File: config.mk
export PLATFORM = sky130hd
export DESIGN_NAME = mux_port_arbiter
export DESIGN_NICKNAME = d
export VERILOG_FILES = /design/src/rtl/mux_port_arbiter.sv
export SDC_FILE = /design/constraint.sdc
export NUM_CORES = 1
export LEC_CHECK = 0
export BUFFER_PORTS_ARGS = -buffer_cell sky130_fd_sc_hd__clkbuf_2
export CELL_PAD_IN_SITES_DETAIL_PLACEMENT = 0
export CELL_PAD_IN_SITES_GLOBAL_PLACEMENT = 1
export CORE_AREA = 2 2 78 73
export DETAILED_ROUTE_END_ITERATION = 10
export DIE_AREA = 0 0 80 75
export PLACE_DENSITY_LB_ADDON = 0.1
export SETUP_SLACK_MARGIN = 0.5
export SLEW_MARGIN = 10
export SYNTH_ARGS = -nofsm -noshare
export SYNTH_HDL_FRONTEND = slang
export SYNTH_HIERARCHICAL = 1
export SYNTH_SLANG_ARGS = --single-unit
export TNS_END_PERCENT = 100
File: constraint.sdc
create_clock -name clk -period 4.3 [get_ports clk]
set_input_delay 0.43 -clock clk [delete_from_list [all_inputs] [get_ports clk]]
set_output_delay 0.43 -clock clk [all_outputs]
set_load 0.005 [all_outputs]
File: src/rtl/mux_port_arbiter.sv
// Two-requester round-robin burst arbiter driving a shared 32-bit mux2to1.
// Bursts of 1..4 beats, valid/ready downstream, stalled grants time out.

module mux2to1 #(
  parameter int WIDTH = 32
) (
  input  logic             sel,
  input  logic [WIDTH-1:0] in0,
  input  logic [WIDTH-1:0] in1,
  output logic [WIDTH-1:0] out
);
  assign out = sel ? in1 : in0;
endmodule

module mux_port_arbiter #(
  parameter int WIDTH   = 32,
  parameter int TIMEOUT = 15
) (
  input  logic             clk,
  input  logic             reset,
  input  logic             req0,
  input  logic             req1,
  input  logic [1:0]       len0,
  input  logic [1:0]       len1,
  input  logic [WIDTH-1:0] data0,
  input  logic [WIDTH-1:0] data1,
  input  logic             out_ready,
  output logic             sel,
  output logic             out_valid,
  output logic [WIDTH-1:0] out_data,
  output logic             ack0,
  output logic             ack1,
  output logic             busy
);

  localparam int TW = $clog2(TIMEOUT + 1);
  localparam logic [TW-1:0] TO_LAST = TW'(TIMEOUT - 1);

  typedef enum logic [1:0] {
    IDLE,
    GNT0,
    GNT1
  } state_t;

  state_t        state;
  logic          prio;
  logic [2:0]    beat_cnt;
  logic [TW-1:0] to_cnt;

  logic       own;
  logic       granted;
  logic       req_own;
  logic       req_oth;
  logic [1:0] len_own;
  logic [1:0] len_oth;
  logic       accept;

  assign own     = (state == GNT1);
  assign granted = (state != IDLE);
  assign req_own = own ? req1 : req0;
  assign req_oth = own ? req0 : req1;
  assign len_own = own ? len1 : len0;
  assign len_oth = own ? len0 : len1;

  assign out_valid = granted & req_own;
  assign accept    = out_valid & out_ready;
  assign ack0      = accept & (state == GNT0);
  assign ack1      = accept & (state == GNT1);
  assign busy      = granted;

  mux2to1 #(.WIDTH(WIDTH)) u_mux (
    .sel (sel),
    .in0 (data0),
    .in1 (data1),
    .out (out_data)
  );

  always_ff @(posedge clk) begin
    if (reset) begin
      state    <= IDLE;
      sel      <= 1'b0;
      prio     <= 1'b0;
      beat_cnt <= '0;
      to_cnt   <= '0;
    end else begin
      unique case (state)
        IDLE: begin
          if (req0 && (!req1 || !prio)) begin
            state    <= GNT0;
            sel      <= 1'b0;
            beat_cnt <= {1'b0, len0} + 3'd1;
            to_cnt   <= '0;
          end else if (req1) begin
            state    <= GNT1;
            sel      <= 1'b1;
            beat_cnt <= {1'b0, len1} + 3'd1;
            to_cnt   <= '0;
          end
        end
        GNT0, GNT1: begin
          if (accept) begin
            to_cnt <= '0;
            if (beat_cnt == 3'd1) begin
              // burst done: hand over without a bubble if the other side waits
              prio <= ~own;
              if (req_oth) begin
                state    <= own ? GNT0 : GNT1;
                sel      <= ~own;
                beat_cnt <= {1'b0, len_oth} + 3'd1;
              end else begin
                beat_cnt <= {1'b0, len_own} + 3'd1;
              end
            end else begin
              beat_cnt <= beat_cnt - 3'd1;
            end
          end else if (!req_own) begin
            if (to_cnt == TO_LAST) begin
              state  <= IDLE;
              prio   <= ~own;
              to_cnt <= '0;
            end else begin
              to_cnt <= to_cnt + TW'(1);
            end
          end
        end
        default: state <= IDLE;
      endcase
    end
  end

endmodule

Word-level counts from Yosys, hierarchy flattened
Index checks and enable logic that the tools add are counted.
{"block": "word_totals", "input_bits": 73, "latchBits": 0, "n_memories": 0, "elab_cells": 80, "register_bits": 11, "ramBits": 0, "mem_bits_ro": 0, "output_inout_bits": 37}
{"block": "op_classes", "add_sub_neg": 6, "magnitude_cmp": 0, "n_reduce_logical": 14, "muxes": 36, "mul": 0, "shift": 0, "div": 0, "n_bitwise": 5, "n_eq_ne": 14}
{"cell": "$mux 32", "count": 1}
{"cell": "$mux 2", "count": 10}
{"cell": "$mux 4", "count": 5}
{"cell": "$mux 3", "count": 5}
{"cell": "$ne 3x3->1 const B", "count": 5}
{"cell": "$add 2x1->3 const B", "count": 4}
{"cell": "$mux 1", "count": 11}
{"cell": "$reduce_and 5->1", "count": 2}
{"cell": "$pmux 4 s2", "count": 1}
{"cell": "$ne 2x2->1 const B", "count": 3}
{"cell": "$pmux 3 s2", "count": 1}
{"cell": "$reduce_and 3->1", "count": 2}
{"cell": "$reduce_bool 2->1", "count": 3}
{"cell": "$add 4x1->4 const B", "count": 1}
{"cell": "$and 1x1->1", "count": 4}
{"cell": "$eq 4x4->1 const B", "count": 1}
{"cell": "$ne 2x1->1 const B", "count": 2}
{"cell": "$pmux 2 s2", "count": 1}
{"cell": "$reduce_and 4->1", "count": 1}
{"cell": "$eq 3x1->1 const B", "count": 1}
{"cell": "$sub 3x1->3 const B", "count": 1}
{"cell": "$eq 2x1->1 const B", "count": 1}
{"cell": "$eq 2x2->1 const B", "count": 1}
{"cell": "$logic_not 1->1", "count": 2}
{"cell": "other kinds (6)", "count": 6}

Logic depth before layout (Yosys ltp)
Gate-level depths: netlist of the first run.
{"block": "logic_depth", "depth_word": 7, "ltp_mapped": 11}

By module
The synthesis of the first run kept the hierarchy.
{"mod": "mux_port_arbiter", "cells_per_inst": 118, "area_per_inst_um2": 962.2, "n_inst": 1}
{"mod": "mux2to1", "cells_per_inst": 36, "area_per_inst_um2": 544.3, "n_inst": 1}

Least setup slack after synthesis of the first run
No wires, ideal clock.
{"block": "synth_path", "path_type": "register to register", "startpoint": "register state[0]", "endpoint": "register beat_cnt[2]", "setup_slack_ns": 2.143, "setup_ns": 0.139, "n_path_buf": 1, "stages_incl_launch_ff": 10, "required_time_ns": 4.161, "arrival_ns": 2.018, "cell_sequence": "dfxtp_1 inv_1 ha_1 buf_6 o21ai_0 mux2_2 ha_1 mux2_2 o211ai_1 a221oi_1"}
{"block": "synth_via", "elab_chain_cells": 7}
{"element": "start: declaration", "line_no": "45", "rtl": "state_t state;"}
{"element": "start signal: assignment", "line_no": "107", "rtl": "state <= own ? GNT0 : GNT1;"}
{"element": "$eq 2x2->1", "line_no": "58, 86"}
{"element": "$mux 2, on equally long branches", "line_no": "62, 63"}
{"element": "$add 2x1->3, on equally long branches", "line_no": "111, 109"}
{"element": "$mux 3", "line_no": "106", "rtl": "if (req_oth) begin"}
{"element": "$mux 3", "line_no": "103", "rtl": "if (beat_cnt == 3'd1) begin"}
{"element": "$mux 3", "line_no": "101", "rtl": "if (accept) begin"}
{"element": "$pmux 3 s2", "line_no": "86", "rtl": "unique case (state)"}
{"element": "end signal: assignment", "line_no": "91", "rtl": "beat_cnt <= {1'b0, len0} + 3'd1;"}
{"element": "end signal: assignment", "line_no": "109", "rtl": "beat_cnt <= {1'b0, len_oth} + 3'd1;"}
{"element": "end signal: assignment", "line_no": "111", "rtl": "beat_cnt <= {1'b0, len_own} + 3'd1;"}
{"element": "end: declaration", "line_no": "47", "rtl": "logic [2:0] beat_cnt;"}
Parallel ways exist; a longest one is shown, timed or not. The select of a mux whose other input is x is not followed.
A chain may end at the register's enable or synchronous reset.

Worst setup path in the final report of the first run
{"block": "layout_path", "startpoint": "register state[0]", "endpoint": "register beat_cnt[1]"}
The elaborated chain is that of the path after synthesis.

==> results of run 1 <==
synthesized netlist by cell type, drive strengths merged (3+ instances only):
| cell type | number | area, µm² |
|---|---|---|
| inv | 9 | 33.78 |
| nand3 | 3 | 15.01 |
| o21ai | 7 | 35.03 |
| ha | 8 | 100.1 |
| a21oi | 12 | 60.06 |
| nor2b | 3 | 18.77 |
| mux2 | 38 | 544.3 |
| mux2i | 4 | 40.04 |
| and3 | 5 | 32.53 |
| nand2 | 10 | 37.54 |
| dfxtp | 11 | 220.2 |
| buf | 8 | 97.59 |
| nor2 | 9 | 33.78 |
cells by family (layout without fill, tap and decap cells):
| family | after synthesis | in the layout |
|---|---|---|
| AO/OA/AOI/OAI | 37 | 37 |
| adder cells (fa/ha/maj) | 8 | 8 |
| buffers and inverters | 19 | 122 |
| flip-flops | 11 | 11 |
| multiplexers | 42 | 42 |
| AND/OR/NAND/NOR | 37 | 37 |
sequential cells by signal (all words and copies together), names as in the netlist:
name	count
beat_cnt	3
prio	1
sel	1
state	2
to_cnt	4
report_power, final:
| part | total (mW) | internal [mW] | switching [mW] |
|---|---|---|---|
| Clock | 0.104 | 0.0638 | 0.0405 |
| Combinational | 0.652 | 0.359 | 0.293 |
| Sequential | 0.209 | 0.130 | 0.0784 |
metal layers:
metal  vias to the layer above  GRT usage, %  share of wire [%]
li1                        778             -                  -
met1                       697         16.49                 39
met2                        65         26.94                 53
met3                         2         4.197                8.3
met4                         0         1.695               0.35
met5                         -             0                  0
final cells by class:
type,count,share of cell area [%]
clock inverter,1,0.2408
inverter,9,1.626
tap,67,4.034
multi-input combinational,124,55.21
clock buffer,3,1.987
sequential,11,10.66
timing repair buffer,109,26.25
critical path, stage by stage (launching register included):
cell	delay, ns
dfxtp_1	0.37
inv_1	0.08
ha_1	0.33
o21ai_0	0.37
mux2_2	0.39
ha_1	0.27
a21oi_1	0.05
a211o_1	0.31
a21oi_1	0.13
worst max path at each step:
stage	from	end	slack [ns]	cells past startpoint
6_report	state[0]	beat_cnt[1]	1.94	8
5_1_grt	state[0]	beat_cnt[1]	1.72	9
4_1_cts	state[0]	beat_cnt[1]	1.92	8
3_5_place_dp	state[0]	beat_cnt[1]	1.92	8
3_3_place_gp	req0	beat_cnt[1]	1.95	7
2_1_floorplan	state[0]	beat_cnt[2]	2.14	9
==> results.json, run 1 <==
{
  "hpwl_um": 4052,
  "totalPowerFinal_mw": 0.9647,
  "drive_above_1_share_pct": 61.09,
  "cts_resized": 0,
  "fp.dieArea_um2": 6000,
  "antenna_found_initial": 0,
  "grt_usage_pct": 14.26,
  "num_antenna_cells": 0,
  "instances_no_fill": 324,
  "path_max_fanout": 10,
  "cp_data_arrival_time_ns": 2.54,
  "core_area_um2": 5130,
  "crit_type": "flop to flop",
  "dp.cells": 320,
  "setup-tns-final_ns": 0,
  "place.gp.congestion": 0.7714,
  "overflow": 0,
  "hold_start": "beat_cnt[1]",
  "p_per_area_nw_per_um2": 464.2,
  "seqCellArea_um2": 221.5,
  "clock.fmax_ghz": 0.4231,
  "yosys_register_bits": 11,
  "finalSetupViolCount": 0,
  "root_buffer": "clkbuf_8",
  "clkSinkCount": 11,
  "synthXorXnorAreaFrac_pct": 0,
  "cts_hold_buf": 0,
  "syn_area_per_cell_um2": 9.782,
  "ys.flop_type": "dfxtp_1",
  "final_util_pct": 40.51,
  "synth_compound_area_share_pct": 17.69,
  "grt_pass1_wl_um": 6651,
  "hp-class": "flop to flop",
  "status": "complete, no violations",
  "drv_cap": 0,
  "rsz0062_at_grt": "false",
  "critPathLaunchType": "flop",
  "final_common_cell": "clkbuf_2",
  "syn_to_final_growth_pct": 37.96,
  "die_y_um": 75,
  "dieWidth_um": 80,
  "period_share_pct": 54.96,
  "reg2reg_from": "state[0]",
  "cts_tree": "yes",
  "hold_viol_final": 0,
  "fin_skew_ns": 0.003368,
  "grt_pass1_vias": 1337,
  "fin_area_um2": 2078,
  "clk_pin_slew_ns": 0.05,
  "synth_fp_nets": 235,
  "io_buffers": 109,
  "worstHoldPathCells": 2,
  "layout_common_cells": "clkbuf_2 (109), mux2_4 (31), a21oi_1 (12)",
  "drc": 0,
  "rows": 25,
  "ff2ff_path_depth": 8,
  "numCtsBuffers": 3,
  "first_iter_violations": 47,
  "nNetsFinal": 339,
  "placed_cell_area_um2": 2032,
  "reg2reg_setup_slack_ns": 1.94,
  "grt_max_degree": 35,
  "synth_edf_count": 0,
  "slew_viol_final": 0,
  "syn_inst": 154,
  "synth_top_family_by_area": "multiplexers",
  "synth_seq_area_share_pct": 14.62,
  "slew_headroom_pct": 28.87,
  "htree_num_levels": 1,
  "cp-end-kind": "flop",
  "firstDrtPassIters": 4,
  "cts_setup_buffers": 0,
  "fin_hold_ws_ns": 0.4628,
  "ys_warn_count": 6,
  "leakagePower_nw": 1.079,
  "routed_via_density": 4.759,
  "io-pin-count": 110,
  "irDropWorstVdd_mv": 0.3706,
  "setup_ws_ns": 1.937,
  "max-clock-path-buffers": 2,
  "r2r-end": "beat_cnt[1]",
  "synthAdderAreaFrac_pct": 6.645,
  "wl_um": 4841,
  "antenna_left": 0,
  "synth-simple-area-share_pct": 13.04,
  "clock_latency_ns": 0.24,
  "synthMuxAreaShare_pct": 38.79,
  "holdPathEnd": "beat_cnt[1]",
  "ys_async_sr_fraction_pct": 0,
  "min_period_ns": 2.363,
  "multi_input_area_um2": 1147,
  "required_ns": 4.47,
  "start_util_pct": 29.37,
  "synth_cell_types": 40,
  "wl_per_cell_um": 14.94,
  "dp_slack_ns": 1.918,
  "fillers": 543,
  "num_vias": 1542,
  "syn_area_um2": 1506,
  "tightestPinTransition_ns": 1.067
}
Power figures use the tool's default switching activity.
==> run 2: changes to the inputs <==
Settings changed: ABC_AREA set to 1, CORE_AREA 2 2 78 73 to 2 2 90 83, DIE_AREA 0 0 80 75 to 0 0 92 85.
Clock period 4.3 ns to 2.1 ns, I/O delays scaled along.
==> results.json, run 2 <==
{
  "path_max_fanout": 8,
  "rows": 29,
  "comb_power_share_pct": 79.5,
  "totalPowerFinal_mw": 2.748,
  "top_regs": "to_cnt: 4 flops, beat_cnt: 3 flops, state: 2 flops",
  "io-pin-count": 110,
  "clock_latency_ns": 0.24,
  "finalSetupViolCount": 0,
  "cts_tree": "yes",
  "yosys_register_bits": 11,
  "worstSetupPathDepth": 10,
  "place.gp.congestion": 0.7464,
  "max-clock-path-buffers": 2,
  "nNetsFinal": 469,
  "slew_viol_final": 0,
  "synth_most_common_cell": "nand2_1",
  "num_vias": 1967,
  "irDropWorstVdd_mv": 0.4641,
  "grt_pass1_wl_um": 8252,
  "ys_async_sr_fraction_pct": 0,
  "grt_pass1_vias": 1688,
  "yosys.area.top_type": "nand2_1",
  "antenna_left": 0,
  "hold_viol_final": 0,
  "largest_register_ffs": 4,
  "fp.dieArea_um2": 7820,
  "syn_area_per_cell_um2": 5.702,
  "root_buffer": "clkbuf_8",
  "cp-end-kind": "flop",
  "cp_common_cell": "o21ai_1",
  "leakagePower_nw": 1.391,
  "ys.flop_type": "dfxtp_1",
  "fin_skew_ns": 0.0007632,
  "cp_data_arrival_time_ns": 1.81,
  "layout_common_cells": "nand2_1 (124), clkbuf_2 (109), inv_1 (22)",
  "io_buffers": 109,
  "slowest_stage": "dfxtp_4",
  "core_area_um2": 6894,
  "wl_um": 5200,
  "largest_register": "to_cnt",
  "hpwl_um": 4178,
  "first_iter_violations": 72,
  "critPathLaunchType": "flop",
  "clock.fmax_ghz": 0.5963,
  "clkPwrFrac_pct": 8.1,
  "p_switching_mw": 1.411,
  "synth_common_cells": "nand2_1 (129), inv_1 (24), nand2_2 (15), nor2_1 (15)",
  "period_share_pct": 79.86,
  "max_stage_delay_ns": 0.36,
  "setup-tns-final_ns": 0,
  "firstDrtPassIters": 4,
  "p_per_area_nw_per_um2": 1159,
  "grt_usage_pct": 12.84,
  "drive_above_1_share_pct": 45.48,
  "antenna_found_initial": 0,
  "ys_warn_count": 6,
  "synth_edf_count": 0,
  "overflow": 0,
  "numCtsBuffers": 3,
  "num_antenna_cells": 0,
  "path_cells": "inv_4 > ha_4 > o21ai_4 > nor2_2 > a21oi_2 > ha_1 > o21ai_1 > nand2_1 > o21ai_1 > a21oi_1",
  "yosys-top-cells-area": "nand2_1 (32%), dfxtp_1 (14%), ha_1 (6.5%)",
  "rsz0062_at_grt": "true",
  "worstHoldPathCells": 2,
  "status": "complete, no violations",
  "wl_per_cell_um": 10.83,
  "slew_headroom_pct": 75.64,
  "min_period_ns": 1.677,
  "clk_pin_slew_ns": 0.05,
  "synth_top_area_share_pct": 31.57,
  "htree_num_levels": 1,
  "cts_hold_buf": 0,
  "synth_fp_nets": 350,
  "cp_top_family": "compound AO/OA/AOI/OAI gates",
  "sw_frac_of_total_pct": 51.37,
  "drv_cap": 0,
  "dieWidth_um": 92,
  "ff2ff_path_depth": 10,
  "syn_to_final_growth_pct": 54.49,
  "tightestPinTransition_ns": 0.3651,
  "hp-class": "primary input to flop",
  "required_ns": 2.23,
  "drc": 0,
  "synth_seq_area_share_pct": 14.36,
  "final_common_cell": "nand2_1",
  "p_seq_share_pct": 12.4,
  "grt_max_degree": 34,
  "crit_type": "flop to flop",
  "start_util_pct": 22.25,
  "syn_area_um2": 1534,
  "syn_inst": 269,
  "die_y_um": 85,
  "critPathBufInv": 1,
  "routed_via_density": 4.098,
  "clkSinkCount": 11,
  "synth_cell_types": 27,
  "internal_power_mw": 1.336
}
-- run 2: layout make-up --
cell class                      instances  area [µm²]
Timing Repair Buffer                  123       689.4
Fill cell                             802        4524
Multi-Input combinational cell        220        1164
Clock buffer                            4       45.04
Inverter                               29       127.6
Tap cell                               93       116.4
Sequential cell                        11       227.7
-- run 2: through the flow --
step	std cells	setup slack, ns	hold slack, ns	cell area (µm²)	utilization (%)
finish	480	0.4230	0.1689	2370	34.37
global route	480	0.3134	0.1757	2370	34.37
CTS	475	0.4408	0.1701	2255	32.70
detailed placement	464	0.3035	0.4302	2113	30.65
global placement	464	0.3278	0.4348	2113	30.65
floorplan	269	0.4341	0.2791	1556	-
-- run 2: logic make-up after synthesis --
| family | count (synthesis) | share of synthesized area [%] |
|---|---|---|
| DFF | 11 | 14.36 |
| AOI/OAI and AO/OA | 33 | 12.64 |
| adders and majority gates | 8 | 6.526 |
| buffers and inverters | 38 | 15.42 |
| xor gates and xnor gates | 1 | 0.5711 |
| and+or+nand+nor | 178 | 50.49 |
-- run 2: power groups by stage --
| stage | logic (mW) | clock network, mW | registers [mW] |
|---|---|---|---|
| floorplan | 1.45 | 0 | 0.313 |
| global placement | 1.91 | 0 | 0.332 |
| detailed placement | 1.89 | 0 | 0.333 |
| CTS | 2.04 | 0.232 | 0.334 |
| global route | 2.47 | 0.244 | 0.350 |
| finish | 2.18 | 0.223 | 0.340 |
-- run 2: worst paths after layout --
path | slack [ns] | to | from
worst max-delay path | 0.42 | beat_cnt[1] | state[0]
worst min-delay path | 0.17 | to_cnt[2] | reset
worst max register to register | 0.42 | beat_cnt[1] | state[0]
worst min register to register | 0.49 | beat_cnt[2] | beat_cnt[2]
-- run 2: what timing repair did --
item,in CTS,in global routing
pin swaps,4,14
gates resized for setup,10,22
endpoints found under the setup margin,13,45
buffers inserted,7,5
-- run 2: per-layer routing --
layer  share of wire, %  up-vias  global-route usage [%]
met5                  0        -                       0
met4               0.73        0                   2.035
met3                7.3        4                   3.286
met2                 47       58                   21.86
met1                 45      835                   16.74
li1                   -     1070                       -
